## config.mk

```make
export PLATFORM = sky130hd
export DESIGN_NAME = alu_share_arbiter
export DESIGN_NICKNAME = d
export VERILOG_FILES = /design/src/rtl/alu_share_arbiter.sv
export SDC_FILE = /design/constraint.sdc
export NUM_CORES = 1
export LEC_CHECK = 0
export BUFFER_PORTS_ARGS = -buffer_cell sky130_fd_sc_hd__buf_2
export CAP_MARGIN = 20
export CORE_MARGIN = 2
export CORE_UTILIZATION = 44
export DETAILED_ROUTE_END_ITERATION = 16
export PLACE_DENSITY = 0.76
export SLEW_MARGIN = 10
export SYNTH_ARGS = -nofsm -noshare
export SYNTH_HDL_FRONTEND = slang
export SYNTH_SLANG_ARGS = --single-unit
```

## constraint.sdc

```tcl
create_clock -name clk_in -period 1.6 [get_ports clk_in]
set_clock_uncertainty 0.15 [all_clocks]
set_input_delay 0.16 -clock clk_in [delete_from_list [all_inputs] [get_ports clk_in]]
set_output_delay 0.16 -clock clk_in [all_outputs]
set_load 0.1 [all_outputs]
```

## src/rtl/alu_share_arbiter.sv

```systemverilog
// rtl/alu_share_arbiter.sv - two-requester arbiter sharing one external ALU; ARB_FIXED_PRIO_EN selects fixed priority to requester 0
module alu_share_arbiter #(
  parameter int DATA_W = 4
) (
  input  logic              clk_in,
  input  logic              rst_n_in,
  input  logic              req0_valid_in,
  input  logic [1:0]        req0_op_in,
  input  logic [DATA_W-1:0] req0_a_in,
  input  logic [DATA_W-1:0] req0_b_in,
  output logic              req0_ready_out,
  input  logic              req1_valid_in,
  input  logic [1:0]        req1_op_in,
  input  logic [DATA_W-1:0] req1_a_in,
  input  logic [DATA_W-1:0] req1_b_in,
  output logic              req1_ready_out,
  output logic              rsp0_valid_out,
  input  logic              rsp0_ready_in,
  output logic              rsp1_valid_out,
  input  logic              rsp1_ready_in,
  output logic [DATA_W-1:0] rsp_data_out,
  output logic [DATA_W-1:0] alu_a_out,
  output logic [DATA_W-1:0] alu_b_out,
  output logic              alu_s0_out,
  output logic              alu_s1_out,
  input  logic [DATA_W-1:0] alu_result_in,
  output logic              busy_out
);

  typedef enum logic [1:0] {
    IDLE = 2'd0,
    EXEC = 2'd1,
    RESP = 2'd2
  } state_e;

  state_e            state_q, state_d;
  logic              last_grant_q, last_grant_d;
  logic              grant_q, grant_d;
  logic [1:0]        alu_op_q, alu_op_d;
  logic [DATA_W-1:0] alu_a_q, alu_a_d;
  logic [DATA_W-1:0] alu_b_q, alu_b_d;
  logic [DATA_W-1:0] rsp_data_q, rsp_data_d;
  logic              rsp0_valid_q, rsp0_valid_d;
  logic              rsp1_valid_q, rsp1_valid_d;
  logic              winner;
  logic              accept;
  logic              rsp_done;

  // Pick which requester would win if the arbiter were idle this cycle
  always_comb begin
    winner = 1'b0;
    if (req0_valid_in && req1_valid_in) begin
`ifdef ARB_FIXED_PRIO_EN
      winner = 1'b0;
`else
      winner = ~last_grant_q;
`endif
    end else if (req1_valid_in) begin
      winner = 1'b1;
    end
  end

  // Ready only to the winner, only while idle; forced low while reset is held
  always_comb begin
    req0_ready_out = rst_n_in && (state_q == IDLE) && req0_valid_in && !winner;
    req1_ready_out = rst_n_in && (state_q == IDLE) && req1_valid_in && winner;
    accept         = req0_ready_out || req1_ready_out;
    rsp_done       = grant_q ? rsp1_ready_in : rsp0_ready_in;
  end

  // Next-state logic: accept in IDLE, capture ALU result in EXEC, hold response in RESP
  always_comb begin
    state_d      = state_q;
    last_grant_d = last_grant_q;
    grant_d      = grant_q;
    alu_op_d     = alu_op_q;
    alu_a_d      = alu_a_q;
    alu_b_d      = alu_b_q;
    rsp_data_d   = rsp_data_q;
    rsp0_valid_d = rsp0_valid_q;
    rsp1_valid_d = rsp1_valid_q;
    case (state_q)
      IDLE: begin
        if (accept) begin
          alu_op_d     = winner ? req1_op_in : req0_op_in;
          alu_a_d      = winner ? req1_a_in  : req0_a_in;
          alu_b_d      = winner ? req1_b_in  : req0_b_in;
          grant_d      = winner;
          last_grant_d = winner;
          state_d      = EXEC;
        end
      end
      EXEC: begin
        rsp_data_d   = alu_result_in;
        rsp0_valid_d = !grant_q;
        rsp1_valid_d = grant_q;
        state_d      = RESP;
      end
      RESP: begin
        if (rsp_done) begin
          rsp0_valid_d = 1'b0;
          rsp1_valid_d = 1'b0;
          state_d      = IDLE;
        end
      end
      default: begin
        rsp0_valid_d = 1'b0;
        rsp1_valid_d = 1'b0;
        state_d      = IDLE;
      end
    endcase
  end

  // State and datapath registers; reset discards any in-flight op
  always_ff @(posedge clk_in or negedge rst_n_in) begin
    if (!rst_n_in) begin
      state_q      <= IDLE;
      last_grant_q <= 1'b1;
      grant_q      <= 1'b0;
      alu_op_q     <= '0;
      alu_a_q      <= '0;
      alu_b_q      <= '0;
      rsp_data_q   <= '0;
      rsp0_valid_q <= 1'b0;
      rsp1_valid_q <= 1'b0;
    end else begin
      state_q      <= state_d;
      last_grant_q <= last_grant_d;
      grant_q      <= grant_d;
      alu_op_q     <= alu_op_d;
      alu_a_q      <= alu_a_d;
      alu_b_q      <= alu_b_d;
      rsp_data_q   <= rsp_data_d;
      rsp0_valid_q <= rsp0_valid_d;
      rsp1_valid_q <= rsp1_valid_d;
    end
  end

  assign rsp0_valid_out = rsp0_valid_q;
  assign rsp1_valid_out = rsp1_valid_q;
  assign rsp_data_out   = rsp_data_q;
  assign alu_a_out      = alu_a_q;
  assign alu_b_out      = alu_b_q;
  assign alu_s0_out     = alu_op_q[0];
  assign alu_s1_out     = alu_op_q[1];
  assign busy_out       = (state_q != IDLE);

endmodule

```

==> flow_summary.json, run 1 <==
{
  "status": "finished with violations",
  "violations": "negative setup slack",
  "tightest_slew_ps": 494,
  "port-buffer-count": 48,
  "post_synth_num_cell_types": 23,
  "synth_ff_type": "dfrtp_1",
  "syn_area_sq_um": 961,
  "cts_tree": "done",
  "clk_pin_slew_ps": 110,
  "drt_iter0_drc": 46,
  "drive_above_1_share_pct": 41.8,
  "drc_errors": 0,
  "syn-num-nets": 120,
  "netlist_instances": 90,
  "yosysTopAreaCell": "dfrtp_1",
  "critPathLaunch": "state_q[0]$_DFFE_PN0P_",
  "drt_wl_total_microns": 2910,
  "path_class": "flop to primary output",
  "vias": 1008,
  "synth-edff-count": 0,
  "cp.required_ps": 1290,
  "worstPathArrival_ps": 1400,
  "cts_htree_levels": 1,
  "die_w_microns": 50.7,
  "cts_root_buf": "clkbuf_4",
  "grt_usage_pct": 25.1,
  "netlist.area_leader.share_pct": 49.5,
  "design.core.area_sq_mm": 0.00200,
  "register_area_sq_um": 502,
  "yosysSeqAreaShare_pct": 52.2,
  "start_util_pct": 48.0,
  "worstHoldPathType": "input pin to flop",
  "drv_slew": 0,
  "nNetsFinal": 201,
  "min_path_cells": 3,
  "n_antenna_cell": 0,
  "gp_congestion": 0.748,
  "grt_max_degree": 21,
  "drv_cap": 0,
  "grt-ovfl-total": 0,
  "yosysMostFrequentCell": "inv_1",
  "synth-seq-cells": 20,
  "ctsLongestPathBuffers": 2,
  "rows": 16,
  "post-route-util_pct": 79.4,
  "yosysWarnings": 0,
  "r2r_slack_ps": -10,
  "synth_commonest_cells": "inv_1, dfrtp_1, a222oi_1",
  "start_kind": "flop",
  "async_flop_share_pct": 100,
  "ant_nets": 0,
  "endpoint": "req0_ready_out",
  "postSynthAreaPerCell_sq_um": 10.7,
  "hold_viol": 0,
  "multi_input_area_sq_um": 307,
  "die_h_microns": 50.7,
  "numCtsBuffers": 3,
  "dp.final_hpwl_microns": 1720,
  "fin_crit_ps": 1710,
  "netlist_top_cells_area": "dfrtp_1, inv_1, a222oi_1",
  "whs_ps": 8.03,
  "r2r_cells": 4,
  "ios": 49,
  "fmaxAchievable_mhz": 583,
  "worstPathMaxFanout": 4,
  "dieArea_sq_mm": 0.00257,
  "grt_first_pass_wirelength_microns": 4730,
  "antenna_found_initial": 0,
  "fin_crit_sh_pct": 107,
  "rsz0062_at_grt": "true",
  "dr.pass1.iters": 5,
  "cts_sinks": 20,
  "grt_pass1_vias": 1050,
  "setup_ws_ps": -115,
  "fillers": 123,
  "clock_latency_ps": 290,
  "reg2reg_to": "alu_a_out[3]$_DFFE_PN0P_",
  "setup_violations": 4,
  "vias_per_cell": 5.12,
  "timing.rr.start": "last_grant_q$_DFFE_PN1P_",
  "syn2layout_area_growth_pct": 65.5,
  "slew_headroom_pct": 67.3,
  "wl_per_cell_microns": 14.8,
  "cp-end-kind": "primary output"
}
[metrics by stage]
step / cells / setup TNS [ps] / setup slack (ps) / area [sq um]
6_report: 197 / -252 / -115 / 1590
5_1_grt: 197 / -718 / -180 / 1590
4_1_cts: 197 / -315 / -117 / 1580
3_5_place_dp: 166 / -9.60 / -9.60 / 1280
3_3_place_gp: 166 / 0 / 75.2 / 1280
2_1_floorplan: 90 / 0 / 3.51 / 965
[worst min-delay path by stage]
stage | start | to | slack (ps)
6_report | req1_a_in[3] | alu_a_out[3]$_DFFE_PN0P_ | 8
5_1_grt | req0_a_in[3] | alu_a_out[3]$_DFFE_PN0P_ | 20
4_1_cts | req0_a_in[3] | alu_a_out[3]$_DFFE_PN0P_ | 20
3_5_place_dp | rst_n_in | grant_q$_DFFE_PN0P_ | 20
3_3_place_gp | rst_n_in | rsp_data_out[0]$_DFFE_PN0N_ | 10
2_1_floorplan | rst_n_in | alu_a_out[0]$_DFFE_PN0P_ | -290
[registers in the layout, summed over array words and instances (netlist names)]
name	flops
alu_a_out	4
alu_b_out	4
rsp_data_out	4
alu_op_q	2
state_q	2
grant_q	1
last_grant_q	1
rsp0_valid_out	1
rsp1_valid_out	1
[cells by family after synthesis]
group	after synthesis	share of synthesized area (%)
mux	6	6.77
compound gates	18	16.8
simple gates	9	7.29
flops	20	52.2
buf+inv	37	16.9
[metal layers]
layer	vias to the layer above	share of wire (%)	wire length, microns	global-route usage (%)
met4	0	3.1	89	11.7
met2	52	53	1540	44.3
met3	10	6.6	191	5.36
met1	490	37	1090	28.7
met5	-	0	0	0
li1	456	-	-	-
[cells in the final DEF, fill, tap and decap left out]
cell | synthesis | layout
a21oi_1 | 1 | 1
nor2_1 | 1 | 1
nor2b_1 | 1 | 1
buf_2 | 1 | 45
inv_1 | 33 | 33
a21bo_2 | 1 | 1
nand2b_1 | 2 | 2
nand2_1 | 1 | 1
and3_4 | 1 | 2
o21ai_2 | 0 | 1
clkbuf_4 | 0 | 3
a31oi_1 | 1 | 1
o2bb2ai_1 | 2 | 2
buf_4 | 0 | 7
mux2i_1 | 2 | 2
a211oi_1 | 1 | 1
clkbuf_1 | 0 | 1
or2_4 | 0 | 1
nor3b_4 | 1 | 1
a211o_2 | 1 | 1
mux2_2 | 4 | 4
buf_12 | 0 | 4
dfrtp_1 | 19 | 19
dfstp_2 | 1 | 1
a222oi_1 | 10 | 10
dlygate4sd3_1 | 0 | 24
[worst max-delay path: stages (launching register included)]
cell and delay [ps]:
dfrtp_1 420, nor3b_4 260, and3_4 250, buf_12 170
[repair_timing]
action / in CTS / in global routing
hold buffers: 24 / 0
endpoints found under the hold margin: 34 / 0
setup buffers: 3 / 0
endpoints found under the setup margin: 5 / 13
gates resized for setup: 4 / 3
pin swaps: 4 / 7
[area by class of cell]
cell class,instances,share of cell area (%)
tap,27,2.12
sequential,20,31.5
clock buffer,4,1.65
multi-input combinational,33,19.3
inverter,33,7.79
timing repair buffer,80,37.6
Power of run 1 is not shown: default switching activity piles up to over one toggle a cycle in this logic, so the estimate is an artifact.
==> run 2, diff against run 1 <==
Settings changed: BUFFER_PORTS_ARGS -buffer_cell sky130_fd_sc_hd__buf_2 to not set, CORE_MARGIN 2 to 4, CORE_UTILIZATION 44 to 59, DONT_BUFFER_PORTS set to 1, PLACE_DENSITY 0.76 to 0.73.
==> flow_summary.json, run 2 <==
{
  "dp_cells": 123,
  "netlist_instances": 90,
  "ctsLongestPathBuffers": 2,
  "synth-edff-count": 0,
  "yosysTopAreaCell": "dfrtp_1",
  "yosysWarnings": 0,
  "dp.final_hpwl_microns": 1520,
  "rows": 14,
  "postSynthAreaPerCell_sq_um": 10.7,
  "error": "[ERROR DPL-0038] Utilization greater than 100%, impossible to legalize",
  "die_h_microns": 48.4,
  "async_flop_share_pct": 100,
  "post_synth_num_cell_types": 23,
  "endpoint_type": "primary output",
  "status": "stopped before the end",
  "cts_root_buf": "clkbuf_4",
  "ios": 49,
  "yosysSeqAreaShare_pct": 52.2,
  "synth_ff_type": "dfrtp_1",
  "synth-seq-cells": 20,
  "syn-num-nets": 120,
  "numCtsBuffers": 3,
  "yosysMostFrequentCell": "inv_1",
  "die_w_microns": 48.4,
  "netlist_top_cells_area": "dfrtp_1, inv_1, a222oi_1",
  "port-buffer-count": 0,
  "syn_area_sq_um": 961,
  "start_util_pct": 63.1,
  "haltStage": "5_1_grt",
  "crit_endpoint": "req0_ready_out",
  "synth_commonest_cells": "inv_1, dfrtp_1, a222oi_1",
  "netlist.area_leader.share_pct": 49.5,
  "gp_congestion": 0.751,
  "cts_sinks": 20,
  "cts_htree_levels": 1,
  "grt_max_degree": 21
}
==> run 2: cell counts after synthesis <==
Identical to the previous run, type by type.
==> run 2: cell families after synthesis <==
kind of cell | after synthesis | synth area share [%]
buf+inv | 37 | 16.9
flops | 20 | 52.2
compound gates | 18 | 16.8
simple gates | 9 | 7.29
mux | 6 | 6.77
==> run 2: repair_timing <==
| item | in CTS |
|---|---|
| endpoints found under the setup margin | 5 |
| hold endpoints to repair | 38 |
| gates resized for setup | 2 |
| pin swaps | 3 |
| hold buffers | 28 |
| buffers inserted | 3 |
==> run 2: per-stage QoR <==
step	utilization, %	cell area [sq um]	worst slack (ps)	hold WS, ps
after floorplan	-	965	3.51	-286
after global placement	73.8	1120	85.2	-285
after detailed placement	73.8	1120	3.80	-285
after CTS	96.5	1470	-113	73.7
==> run 3, diff against run 2 <==
Settings changed: CORE_AREA set to 4 4 65 67, CORE_MARGIN 4 to not set, CORE_UTILIZATION 59 to not set, DIE_AREA set to 0 0 69 71, PLACE_DENSITY 0.73 to not set, PLACE_DENSITY_LB_ADDON set to 0.15.
==> flow_summary.json, run 3 (synthesis results as in run 1) <==
{
  "cts_root_buf": "clkbuf_8",
  "path_class": "flop to primary output",
  "syn2layout_area_growth_pct": 59.6,
  "rsz0062_at_grt": "true",
  "drv_slew": 0,
  "worstPathArrival_ps": 1360,
  "fillers": 367,
  "final_cell_mix": "inv_1, dlygate4sd3_1, buf_4, dfrtp_1, a222oi_1",
  "tightest_slew_ps": 889,
  "reg2reg_to": "alu_op_q[0]$_DFFE_PN0P_",
  "drc_errors": 0,
  "min-delay-start": "rsp1_ready_in",
  "worstHoldPathType": "input pin to flop",
  "ant_nets": 0,
  "drv_cap": 0,
  "violations": "negative setup slack",
  "min_to": "rsp0_valid_out$_DFFE_PN0P_",
  "clock_latency_ps": 260,
  "cp.required_ps": 1290,
  "clk_pin_slew_ps": 80,
  "numCtsBuffers": 3,
  "r2r_cells": 4,
  "rows": 22,
  "final_common_cell": "inv_1",
  "dp_cells": 154,
  "cts_sinks": 20,
  "fmaxAchievable_mhz": 599,
  "dieArea_sq_mm": 0.00490,
  "ctsLongestPathBuffers": 2,
  "grt_first_pass_wirelength_microns": 4440,
  "antenna_found_initial": 0,
  "dp_slack_ps": -36.4,
  "n_antenna_cell": 0,
  "wl_per_cell_microns": 14.5,
  "r2r_slack_ps": 20,
  "drt_wl_total_microns": 2770,
  "vias_per_cell": 4.49,
  "nNetsFinal": 174,
  "port-buffer-count": 0,
  "gp_congestion": 0.656,
  "grt_usage_pct": 11.6,
  "vias": 857,
  "setup_ws_ps": -70.4,
  "cts_htree_levels": 1,
  "min_path_cells": 2,
  "grt_pass1_vias": 924,
  "slew_headroom_pct": 40.5,
  "cp-end-kind": "primary output",
  "fin_crit_sh_pct": 104,
  "fin_crit_ps": 1670,
  "timing.rr.start": "last_grant_q$_DFFE_PN1P_",
  "setup_violations": 3,
  "whs_ps": 4.45,
  "design.core.area_sq_mm": 0.00363,
  "die_w_microns": 69,
  "worstPathMaxFanout": 4,
  "hold_viol": 0,
  "grt_max_degree": 21,
  "dr.pass1.iters": 5,
  "post-route-util_pct": 42.2,
  "start_kind": "flop",
  "cts_tree": "done",
  "die_h_microns": 71,
  "final_cells": 191,
  "dp.final_hpwl_microns": 1750,
  "grt-ovfl-total": 0,
  "status": "finished with violations",
  "drt_iter0_drc": 53,
  "ios": 49,
  "drive_above_1_share_pct": 28.7,
  "start_util_pct": 26.4
}
-- run 3: worst max-delay path: stages (launching register included) --
cell and delay, ps:
dfrtp_1 410, nor3b_4 260, and3_4 250, buf_12 170
-- run 3: final cells by class --
class / count / area (sq um) / share of cell area (%)
Inverter: 33 / 124 / 8.08
Tap cell: 48 / 60.1 / 3.92
Clock buffer: 4 / 55.1 / 3.59
Sequential cell: 20 / 502 / 32.7
Timing Repair Buffer: 53 / 490 / 32.0
Multi-Input combinational cell: 33 / 303 / 19.7
-- run 3: worst max path at each step --
stage | from | endpoint | slack, ps | cells after the start
2_1_floorplan | state_q[0]$_DFFE_PN0P_ | alu_a_out[0]$_DFFE_PN0P_ | 4 | 5
3_3_place_gp | state_q[1]$_DFFE_PN0P_ | req0_ready_out | 30 | 3
3_5_place_dp | state_q[1]$_DFFE_PN0P_ | alu_op_q[0]$_DFFE_PN0P_ | -40 | 3
4_1_cts | state_q[0]$_DFFE_PN0P_ | req1_ready_out | -100 | 3
5_1_grt | state_q[1]$_DFFE_PN0P_ | req0_ready_out | -150 | 3
6_report | state_q[1]$_DFFE_PN0P_ | req0_ready_out | -70 | 3
-- run 3: timing repair --
| item | in CTS | in global routing |
|---|---|---|
| resized for setup | 2 | 0 |
| pin swaps | 3 | 4 |
| hold buffers | 27 | 0 |
| endpoints found under the hold margin | 36 | 0 |
| endpoints found under the setup margin | 13 | 12 |
| buffers inserted | 4 | 2 |
-- run 3: metrics by stage --
stage / TNS [ps] / instance area (sq um)
finish: -154 / 1530
global route: -1260 / 1530
CTS: -208 / 1520
detailed placement: -93.6 / 1160
global placement: 0 / 1160
floorplan: 0 / 965
-- run 3: routing by layer --
metal	global-route usage (%)	part of all wire (%)	vias to the layer above
li1	-	-	402
met1	12.6	38	415
met2	21.1	53	36
met3	2.70	6.2	4
met4	5.86	2.0	0
met5	0	0	-
Power of run 3 is left out for the same reason.
